[config.mk]
export PLATFORM = sky130hd
export DESIGN_NAME = cmd_initiator
export DESIGN_NICKNAME = d
export VERILOG_FILES = /design/src/rtl/uart_pkg.sv /design/src/rtl/cmd_timeout_counter.sv /design/src/rtl/cmd_initiator.sv
export SDC_FILE = /design/constraint.sdc
export NUM_CORES = 1
export LEC_CHECK = 0
export ABC_AREA = 1
export BUFFER_PORTS_ARGS = -buffer_cell sky130_fd_sc_hd__buf_2
export CAP_MARGIN = 15
export CORE_MARGIN = 2
export CORE_UTILIZATION = 50
export CTS_CLUSTER_SIZE = 28
export DETAILED_ROUTE_END_ITERATION = 8
export GPL_TIMING_DRIVEN = 0
export PLACE_DENSITY = 0.74
export RECOVER_POWER = 50
export SYNTH_ARGS = -nofsm -noshare
export SYNTH_HDL_FRONTEND = slang
export SYNTH_HIERARCHICAL = 1
export SYNTH_SLANG_ARGS = --single-unit
[constraint.sdc]
create_clock -name i_clk -period 1.9 [get_ports i_clk]
set_input_delay 0.38 -clock i_clk [delete_from_list [all_inputs] [get_ports i_clk]]
set_output_delay 0.38 -clock i_clk [all_outputs]
set_load 0.01 [all_outputs]
[src/rtl/uart_pkg.sv]
// Shared UART register-access definitions: address type and command-byte layout.
// Latency: n/a (types, constants and a pure function only).
// Backpressure: n/a.
package uart_pkg;

    typedef logic [2:0] reg_rwaddr;

    localparam int CMD_WRITE_BIT = 0;
    localparam int CMD_ADDR_LSB  = 1;
    localparam int CMD_ADDR_MSB  = 3;

    // Command byte on the wire: {4'b0000, addr[2:0], write}
    function automatic logic [7:0] make_cmd_byte(input reg_rwaddr addr, input logic write);
        logic [7:0] b;
        b = 8'h00;
        b[CMD_ADDR_MSB:CMD_ADDR_LSB] = addr;
        b[CMD_WRITE_BIT]             = write;
        return b;
    endfunction

endpackage

[src/rtl/cmd_timeout_counter.sv]
// Read-response timeout counter: counts enabled cycles, flags TIMEOUT_CYCLES-1.
// Latency: o_expired is a compare on the registered count (same cycle as count).
// Backpressure: none; holds at the expiry value until cleared.
// Ports: i_clk, i_rst (sync, active-high), i_clr (restart at 0), i_en (count), o_expired.
module cmd_timeout_counter #(
    parameter int TIMEOUT_CYCLES = 100000
) (
    input  logic i_clk,
    input  logic i_rst,
    input  logic i_clr,
    input  logic i_en,
    output logic o_expired
);
    localparam int CW = (TIMEOUT_CYCLES > 2) ? $clog2(TIMEOUT_CYCLES) : 1;
    localparam logic [CW-1:0] LAST = CW'(TIMEOUT_CYCLES - 1);

    logic [CW-1:0] cnt_q;

    always_ff @(posedge i_clk) begin
        if (i_rst) begin
            cnt_q <= '0;
        end else if (i_clr) begin
            cnt_q <= '0;
        end else if (i_en && !o_expired) begin
            // Saturate at expiry so a late disable can never wrap the count
            cnt_q <= cnt_q + CW'(1);
        end
    end

    assign o_expired = (cnt_q == LAST);

endmodule

[src/rtl/cmd_initiator.sv]
// Host-to-UART register initiator: serialises one write/read command, returns one response.
// Latency: tx byte the cycle after accept; response one cycle after last tx / rx / timeout.
// Backpressure: o_req_ready only in IDLE; tx byte held stable while i_tx_ready is low.
// Ports: i_clk, i_rst; host req (i_req_valid/o_req_ready, i_req_write, i_req_addr, i_req_wdata);
//        UART tx (o_tx_data, o_tx_data_valid, i_tx_ready); UART rx (i_rx_data, i_rx_data_valid);
//        response (o_rsp_valid, o_rsp_data, o_rsp_timeout); o_rx_unexpected.
module cmd_initiator
    import uart_pkg::*;
#(
    parameter int TIMEOUT_CYCLES = 100000
) (
    input  logic       i_clk,
    input  logic       i_rst,
    input  logic       i_req_valid,
    output logic       o_req_ready,
    input  logic       i_req_write,
    input  reg_rwaddr  i_req_addr,
    input  logic [7:0] i_req_wdata,
    output logic [7:0] o_tx_data,
    output logic       o_tx_data_valid,
    input  logic       i_tx_ready,
    input  logic [7:0] i_rx_data,
    input  logic       i_rx_data_valid,
    output logic       o_rsp_valid,
    output logic [7:0] o_rsp_data,
    output logic       o_rsp_timeout,
    output logic       o_rx_unexpected
);
    typedef enum logic [2:0] {IDLE, SEND_CMD, SEND_DATA, WAIT_RSP, DONE} state_t;

    state_t     state_q, state_d;
    // The address only travels inside the registered command byte, so just the
    // write flag and write data need a copy for the later states.
    logic       lat_write_q;
    logic [7:0] lat_wdata_q;

    logic [7:0] tx_data_d;
    logic       tx_vld_d;
    logic       rsp_vld_d;
    logic [7:0] rsp_data_d;
    logic       rsp_to_d;
    logic       rx_unexp_d;

    logic       req_acc;
    logic       tx_hs;
    logic       cmd_hs;
    logic       tmr_en;
    logic       tmr_expired;

    assign o_req_ready = (state_q == IDLE);
    assign req_acc     = i_req_valid && o_req_ready;
    assign tx_hs       = o_tx_data_valid && i_tx_ready;
    assign cmd_hs      = (state_q == SEND_CMD) && tx_hs;
    assign tmr_en      = (state_q == WAIT_RSP);

    cmd_timeout_counter #(
        .TIMEOUT_CYCLES(TIMEOUT_CYCLES)
    ) u_timeout (
        .i_clk     (i_clk),
        .i_rst     (i_rst),
        .i_clr     (cmd_hs),
        .i_en      (tmr_en),
        .o_expired (tmr_expired)
    );

    always_comb begin
        state_d    = state_q;
        tx_data_d  = o_tx_data;
        tx_vld_d   = o_tx_data_valid;
        rsp_vld_d  = 1'b0;
        rsp_data_d = 8'h00;
        rsp_to_d   = 1'b0;
        // Stray rx bytes are only reported; they never touch the transaction
        rx_unexp_d = i_rx_data_valid && (state_q != WAIT_RSP);

        case (state_q)
            IDLE: begin
                if (req_acc) begin
                    state_d   = SEND_CMD;
                    tx_data_d = make_cmd_byte(i_req_addr, i_req_write);
                    tx_vld_d  = 1'b1;
                end
            end
            SEND_CMD: begin
                if (tx_hs) begin
                    if (lat_write_q) begin
                        state_d   = SEND_DATA;
                        tx_data_d = lat_wdata_q;
                    end else begin
                        state_d   = WAIT_RSP;
                        tx_data_d = 8'h00;
                        tx_vld_d  = 1'b0;
                    end
                end
            end
            SEND_DATA: begin
                if (tx_hs) begin
                    state_d   = DONE;
                    tx_data_d = 8'h00;
                    tx_vld_d  = 1'b0;
                    rsp_vld_d = 1'b1;
                end
            end
            WAIT_RSP: begin
                // rx checked first so a byte on the expiry cycle still wins
                if (i_rx_data_valid) begin
                    state_d    = DONE;
                    rsp_vld_d  = 1'b1;
                    rsp_data_d = i_rx_data;
                end else if (tmr_expired) begin
                    state_d   = DONE;
                    rsp_vld_d = 1'b1;
                    rsp_to_d  = 1'b1;
                end
            end
            DONE: begin
                state_d = IDLE;
            end
            default: begin
                state_d = IDLE;
            end
        endcase
    end

    always_ff @(posedge i_clk) begin
        if (i_rst) begin
            state_q         <= IDLE;
            lat_write_q     <= 1'b0;
            lat_wdata_q     <= 8'h00;
            o_tx_data       <= 8'h00;
            o_tx_data_valid <= 1'b0;
            o_rsp_valid     <= 1'b0;
            o_rsp_data      <= 8'h00;
            o_rsp_timeout   <= 1'b0;
            o_rx_unexpected <= 1'b0;
        end else begin
            state_q         <= state_d;
            o_tx_data       <= tx_data_d;
            o_tx_data_valid <= tx_vld_d;
            o_rsp_valid     <= rsp_vld_d;
            o_rsp_data      <= rsp_data_d;
            o_rsp_timeout   <= rsp_to_d;
            o_rx_unexpected <= rx_unexp_d;
            if (req_acc) begin
                lat_write_q <= i_req_write;
                lat_wdata_q <= i_req_wdata;
            end
        end
    end

endmodule

---- Yosys cells after proc, flatten, opt, wreduce, memory -nomap -nowiden ----
Cells that the tools add are included.
operators by class
  add/sub/neg operators ................... 1
  equal/unequal tests ..................... 10
  mux-type cells .......................... 21
  bitwise logic cells ..................... 2
  reductions and logical operators ........ 14
operator list
  operator                                                                  count
  8-bit 2-to-1 mux                                                          4
  8-bit one-hot mux with 3 select lines                                     1
  17-bit by 1-bit adder with 17-bit output (second input constant)          1
  17-bit == test (second input constant)                                    1
  3-bit 2-to-1 mux                                                          5
  3-bit one-hot mux with 4 select lines                                     1
  1-bit 2-to-1 mux                                                          8
  4-bit AND reduction                                                       2
  3-bit by 2-bit == test with 1-bit output (second input constant)          2
  2-bit inequality test (second input constant)                             3
  3-bit OR reduction                                                        2
  1-bit logical AND                                                         5
  5-bit AND reduction                                                       1
  3-bit by 1-bit == test with 1-bit output (second input constant)          1
  3-bit logical NOT                                                         1
  3-bit by 2-bit inequality test with 1-bit output (second input constant)  1
  3-bit inequality test (second input constant)                             1
  1-bit one-hot mux with 3 select lines                                     1
  3-bit nonzero test                                                        1
  2-bit by 1-bit inequality test with 1-bit output (second input constant)  1
  1-bit NOT                                                                 2
  1-bit one-hot mux with 2 select lines                                     1
  2-bit OR reduction                                                        1
  1-bit logical NOT                                                         1
storage, ports and cells
  register bits after elaboration ......... 49
  bits of input ports ..................... 25
  output and inout bits ................... 21

---- Logic depth before layout (Yosys ltp) ----
Gate-level depths: netlist (run 1).
  depth in word-level cells ............... 4
  gate-level depth with buffers ........... 12
  gate-level depth less buffers ........... 11

---- Cells and area by module ----
The synthesis (run 1) kept the hierarchy.
modules (own cells, without submodules)
  module               instances  cells each  area an instance (um2)
  cmd_initiator        1          161         1,280.0
  cmd_timeout_counter  1          147         985.9

---- Least setup slack after synthesis (run 1) ----
No wires, ideal clock.
  path kind ............................... register to register
  start point ............................. register state_q[0]
  end point ............................... register u_timeout.cnt_q[11]
  library setup time ...................... 0.115 ns
  arrival ................................. 1.433 ns
  path slack .............................. 0.352 ns
  stages on the path, launching flop included .. 12
  buffers on the path ..................... 2
  period minus slack after synthesis ...... 1.548 ns
  path through ............................ dfxtp_1 -> buf_6 -> inv_1 -> nor2_2 -> buf_6 -> nand2_1 -> nor2_2 -> nand3_2 -> nor2_1 -> nand3_1 -> nand2_1 -> nor2_1
RTL lines
  element                                   line                       RTL
  start: declaration                        cmd_initiator.sv:31        state_t state_q, state_d;
  start signal: assignment                  cmd_initiator.sv:137       state_q <= state_d;
  3-bit by 2-bit == test with 1-bit output  cmd_initiator.sv:54        assign tmr_en = (state_q == WAIT_RSP);
  via tmr_en                                cmd_initiator.sv:47        logic tmr_en;
  1-bit logical AND                         cmd_timeout_counter.sv:24  end else if (i_en && !o_expired) begin
  end signal: assignment                    cmd_timeout_counter.sv:26  cnt_q <= cnt_q + CW'(1);
  end: declaration                          cmd_timeout_counter.sv:17  logic [CW-1:0] cnt_q;
The timed path passes the listed nets, and every way through them passes these cells.
A chain may end at the register's enable or synchronous reset.

---- Worst setup path after layout (run 1) ----
  start point ............................. register u_timeout.cnt_q[0]
  end point ............................... register state_q[1]
between the ends
  longest elaborated chain between the ends .. 3
RTL lines
  element                          line                       RTL
  17-bit == test                   cmd_timeout_counter.sv:30  assign o_expired = (cnt_q == LAST);
  via tmr_expired                  cmd_initiator.sv:48        logic tmr_expired;
  3-bit inequality test (no line)  n/a
  4-bit AND reduction (no line)    n/a
The timed path passes the listed nets, and every way through them passes these cells.

==> summary.txt, run 1 <==
outcome: completed
Std-Cell Rows: 24
Setup-failing EPs final: 0
DP Wirelength: 3.26 mm
CTS sink cnt: 49
filler cell count: 422
Max Cap Viol: 0
syn nets: 334
final hold vios: 0
Antenna Cells: 0
VDD IR max: 531 uV
drc violations: 0
vias in the first global route: 1865
Area after DPL: 2560 um2
Pleak: 1.17 nW
Hold Path Depth: 2
initial antenna violation count: 0
CP required: 2.11 ns
CTS tree: yes
FF-to-FF setup slack: 0.23 ns
worst min path class: input pin to flip-flop
Synth Instances: 308
Clk Tree Root Cell: clkbuf_8
grt ovf: 0
io pins: 46
FF+latch count, synth: 49
Reg area: 982 um2
vias per cell: 4.74
htree depth: 2
Area growth, synth to finish: 15.9%
final instance area: 2630 um2
crit start category: flip-flop
Final Net Count: 386
Crit Path Max Fanout: 10
unrepaired setup endpoints after global routing: no
GRT Util Overall: 19.5%
post-synthesis average cell area: 7.36 um2
Bufs on Longest Clock Path: 2
area of the multi-input gates: 1070 um2
kind of critical path: flip-flop to flip-flop
Pre-antenna DRT Iters: 4
via count: 1956
fin. max-slew vios: 0
ANT nets after route: 0
worst slew pin tran: 0.478 ns
buffers added on ports: 45
Mapped Area: 2270 um2
Tot Pwr: 2.10 mW
unique cell type count in the Yosys netlist: 27
global-route wire length before repair: 7.87 mm
achievable frequency: 598 MHz
post_cts resized: 0
routability congestion estimate: 0.825
cells on worst reg2reg path: 11
CTS clk-pin slew, worst paths: 0.09 ns
crit path capture type: flip-flop
Slew HR: 68.0%
crit path time final: 1.67 ns
Worst Skew: 0.00993 ns
final WL: 4.34 mm
CORE AREA: 4350 um2
YS warnings: 6
TritonCTS buffer count: 5
commonest non-fill, non-tap cell in the layout: nor2_1
chip height: 71.3 um
total negative setup slack: 0 ns
Initial Utilization: 52.0%
crit share post-route: 88.1%
Skew-Pair Late Insertion Delay: 0.32 ns
largest net degree at the start of global routing: 17
Pwr Density: 800 nW/um2
WL/cell: 10.5 um
die width: 71.3 um
Die Footprint: 5090 um2
DR iter-0 viols: 64
commonest non-fill, non-tap cells in the layout: 59 x nor2_1, 55 x nand2_1, 48 x dfxtp_1
sequential fraction of the synthesis area: 43.3%
crit path DAT: 1.89 ns
Hold Buf Count CTS: 0
post-CTS setup buffers: 0
proportion of layout cells with a drive suffix above 1: 18.8%
## worst max-delay path, cell delays in order, from the launching register on
cell     delay, ns
dfxtp_1       0.39
ha_2          0.22
nand3_4       0.12
inv_2         0.09
nand3_4       0.13
buf_6         0.18
inv_1         0.07
nor2_1        0.04
nand2_1       0.08
o21ai_0       0.08
o21ai_0       0.14
inv_1         0.05
## registers in the layout, summed over array words and instances (netlist names)
signal and count:
state_q 3, o_tx_data_valid 1, o_rsp_timeout 1, o_rsp_valid 1, o_rsp_data 8, lat_wdata_q 8, o_tx_data 8, lat_write_q 1
o_rx_unexpected 1, u_timeout/cnt_q 17
## report_power, final
group	internal, mW	total [mW]	switching (mW)	leakage (nW)
logic	0.116	0.319	0.203	0.716
registers	1.08	1.11	0.0238	0.399
clock network	0.303	0.675	0.373	0.0518
total	1.50	2.10	0.600	1.17
## cells by family after synthesis
kind of cell / synth area share (%)
AO/OA/AOI/OAI: 11.9
adder cells (fa/ha/maj): 0.552
buffers and inverters: 9.72
flip-flops: 43.3
AND/OR/NAND/NOR: 34.6
## area by class of cell
cell class	instances	share of cell area, %
Buffer	7	1.95
Clock buffer	6	3.14
Clock inverter	2	0.667
Inverter	42	6.10
Multi-Input combinational cell	210	40.6
Sequential cell	49	37.4
Tap cell	52	2.48
Timing Repair Buffer	45	7.62
## path summary, 6_finish.rpt
check / end / from
setup / recovery: state_q[1] / u_timeout/cnt_q[0]
hold / removal: o_rsp_timeout / i_rx_data_valid
setup reg to reg: state_q[1] / u_timeout/cnt_q[0]
hold reg to reg: lat_wdata_q[0] / lat_wdata_q[0]
## synthesized netlist by cell type
cell type | instances | area, um2
nand2_1 | 54 | 203
buf_6 | 4 | 45.0
and3_2 | 1 | 7.51
nor2_8 | 1 | 20.0
nor2_1 | 59 | 221
nand2_4 | 2 | 22.5
nor2_2 | 2 | 12.5
ha_1 | 1 | 12.5
clkinv_1 | 1 | 3.75
nand4_1 | 2 | 12.5
nor3_1 | 4 | 20.0
o21ai_1 | 2 | 10.0
inv_1 | 36 | 135
dfxtp_1 | 49 | 981
nand3_1 | 19 | 95.1
o21ai_0 | 21 | 105
inv_4 | 1 | 6.26
nor2_4 | 4 | 45.0
nand3_2 | 5 | 50.1
buf_2 | 2 | 10.0
clkbuf_2 | 1 | 5.00
nand3_4 | 3 | 52.6
or2_4 | 1 | 8.76
a21oi_2 | 5 | 43.8
a21oi_1 | 22 | 110
nand2_2 | 2 | 12.5
inv_2 | 4 | 15.0
## routing by layer
layer  up-vias  GRT usage (%)  routed length (um)  share of wire [%]
li1       1071              -                   -                  -
met1       847           23.9                2020                 47
met2        30           32.7                2080                 48
met3         8           3.66                 145                3.3
met4         0           9.64                  89                2.1
met5         -              0                   0                  0
## stage by stage
step / cells / worst slack [ns] / util, % / hold slack (ns)
after global routing: 413 / 0.0170 / 60.3 / 0.259
after detailed placement: 405 / 0.128 / 58.7 / 0.441
after global placement: 405 / 0.166 / 58.7 / 0.437
after CTS: 413 / 0.104 / 61.0 / 0.254
after floorplan: 308 / 0.352 / - / 0.424
final: 413 / 0.226 / 60.3 / 0.259
Note: power is estimated with default switching activity, not from simulation.
==> run 2, diff against run 1 <==
- clock period: 1.9 -> 1.8 ns (I/O delays scaled with it)
==> summary.txt, run 2 (synthesis results as in run 1) <==
outcome: completed (unchanged)
buffers added on ports: 45 (unchanged)
Reg area: 985 um2 (was 982 um2)
grt ovf: 0 (unchanged)
Max Cap Viol: 0 (unchanged)
fin. max-slew vios: 0 (unchanged)
CP required: 2.01 ns (was 2.11 ns)
cells on worst reg2reg path: 11 (unchanged)
commonest non-fill, non-tap cell in the layout: nand2_1 (was nor2_1)
CTS clk-pin slew, worst paths: 0.09 ns (about the same)
Std-Cell Rows: 24 (unchanged)
Reg-to-Reg End: u_timeout/cnt_q[13] (was state_q[1])
vias per cell: 4.75 (was 4.74)
Tot Pwr: 2.23 mW (was 2.10 mW)
global-route wire length before repair: 7.87 mm (unchanged)
Worst Skew: 0.00942 ns (was 0.00993 ns)
Hold Path Depth: 3 (was 2)
worst min path class: input pin to flip-flop (unchanged)
most flop-heavy register: u_timeout/cnt_q (unchanged)
crit path capture type: flip-flop (unchanged)
htree depth: 2 (unchanged)
area of the multi-input gates: 1090 um2 (was 1070 um2)
achievable frequency: 603 MHz (was 598 MHz)
crit path DAT: 1.87 ns (was 1.89 ns)
kind of critical path: flip-flop to flip-flop (unchanged)
initial antenna violation count: 0 (unchanged)
worst slew pin tran: 0.535 ns (was 0.478 ns)
Slew HR: 64.3% (was 68.0%)
GRT Util Overall: 19.5% (unchanged)
routability congestion estimate: 0.825 (unchanged)
Setup-failing EPs final: 0 (unchanged)
DR iter-0 viols: 64 (unchanged)
setup slack after layout: 0.142 ns (was 0.226 ns)
Initial Utilization: 52.0% (unchanged)
WL/cell: 10.5 um (about the same)
drc violations: 0 (unchanged)
worst reg2reg startpoint: state_q[0] (was u_timeout/cnt_q[0])
crit share post-route: 92.1% (was 88.1%)
die width: 71.3 um (unchanged)
CORE AREA: 4350 um2 (unchanged)
worst slack, placed: 0.0281 ns (was 0.128 ns)
VDD IR max: 565 uV (was 531 uV)
WHS Endpoint: o_rsp_data[6] (was o_rsp_timeout)
Skew-Pair Late Insertion Delay: 0.32 ns (about the same)
final WL: 4.35 mm (was 4.34 mm)
CTS sink cnt: 49 (unchanged)
FF-to-FF setup slack: 0.14 ns (was 0.23 ns)
unrepaired setup endpoints after global routing: yes (was no)
io pins: 46 (unchanged)
Die Footprint: 5090 um2 (unchanged)
Pwr Density: 839 nW/um2 (was 800 nW/um2)
final hold vios: 0 (unchanged)
largest net degree at the start of global routing: 17 (unchanged)
Crit Path Max Fanout: 8 (was 10)
commonest non-fill, non-tap cells in the layout: 55 x nand2_1, 54 x nor2_1, 46 x dfxtp_1 (was 59 x nor2_1, 55 x nand2_1, 48 x dfxtp_1)
Area growth, synth to finish: 17.3% (was 15.9%)
crit start category: flip-flop (unchanged)
Final Net Count: 386 (unchanged)
Pre-antenna DRT Iters: 4 (unchanged)
Bufs on Longest Clock Path: 2 (unchanged)
Pleak: 1.17 nW (about the same)
hold path start: i_rx_data[6] (was i_rx_data_valid)
vias in the first global route: 1865 (unchanged)
DP Wirelength: 3.26 mm (unchanged)
Largest register FFs: 17 (unchanged)
proportion of layout cells with a drive suffix above 1: 21.3% (was 18.8%)
Antenna Cells: 0 (unchanged)
Clk Tree Root Cell: clkbuf_8 (unchanged)
filler cell count: 417 (was 422)
TritonCTS buffer count: 5 (unchanged)
chip height: 71.3 um (unchanged)
CTS tree: yes (unchanged)
via count: 1961 (was 1956)
ANT nets after route: 0 (unchanged)
crit path time final: 1.66 ns (was 1.67 ns)
-- run 2: cell count changes in the layout (fill, tap and decap cells not counted), moves of 2 or more --
cell	before	now
dfxtp_1	48	46
dfxtp_2	1	3
nor2_1	59	54
nor2_2	1	5
-- run 2: worst max-delay path: stages, from the launching register on --
cell,delay (ns)
dfxtp_1,0.33
buf_6,0.13
inv_1,0.09
nor2_4,0.17
buf_6,0.15
nand2_1,0.09
nor2_4,0.15
nand3_4,0.13
nor2_2,0.12
nand3_1,0.08
nand2_1,0.06
nor2_1,0.04
-- run 2: metal layers --
metal | wire [um] | GRT usage [%] | share of wire, % | vias to the layer above
li1 | - | - | - | 1073
met1 | 2000 | 23.9 | 46 | 842
met2 | 2090 | 32.7 | 48 | 38
met3 | 173 | 3.66 | 4.0 | 8
met4 | 89 | 9.64 | 2.0 | 0
met5 | 0 | 0 | 0 | -
-- run 2: final cells by class --
class / instances / area share [%]
buffer: 7 / 2.17
clock buffer: 6 / 3.11
clock inverter: 2 / 0.659
multi-input combinational: 210 / 41.0
inverter: 42 / 6.03
tap: 52 / 2.45
timing repair buffer: 45 / 7.53
sequential: 49 / 37.1
-- run 2: metrics by stage --
| stage | TNS [ns] | utilization (%) | std cells | hold slack (ns) | cell area [um2] |
|---|---|---|---|---|---|
| after floorplan | 0 | - | 308 | 0.424 | 2270 |
| after global placement | 0 | 58.7 | 405 | 0.437 | 2560 |
| after CTS | 0 | 61.0 | 413 | 0.234 | 2660 |
| after global routing | -0.0284 | 61.0 | 413 | 0.239 | 2660 |
| after detailed placement | 0 | 58.7 | 405 | 0.441 | 2560 |
| final | 0 | 61.0 | 413 | 0.244 | 2660 |
-- run 2: worst max-delay path by stage --
stage | startpoint | end | slack [ns] | cells past startpoint
after floorplan | state_q[0] | u_timeout/cnt_q[11] | 0.25 | 11
after global placement | state_q[0] | u_timeout/cnt_q[13] | 0.07 | 11
after detailed placement | state_q[0] | u_timeout/cnt_q[13] | 0.03 | 11
after CTS | state_q[0] | u_timeout/cnt_q[13] | 0.004 | 11
after global routing | state_q[0] | u_timeout/cnt_q[11] | -0.02 | 11
final | state_q[0] | u_timeout/cnt_q[13] | 0.14 | 11
-- run 2: report_power, final --
| part | leakage (nW) | internal, mW | switching, mW | total, mW |
|---|---|---|---|---|
| logic | 0.718 | 0.130 | 0.218 | 0.348 |
| clock network | 0.0518 | 0.319 | 0.394 | 0.713 |
| registers | 0.400 | 1.14 | 0.0251 | 1.17 |
| total | 1.17 | 1.59 | 0.637 | 2.23 |
-- run 2: what timing repair did --
item / CTS / global route
hold endpoints to repair: 0 / 0
setup buffers: 0 / 0
endpoints found under the setup margin: 0 / 17
hold buffers: 0 / 0
resized for setup: 0 / 13
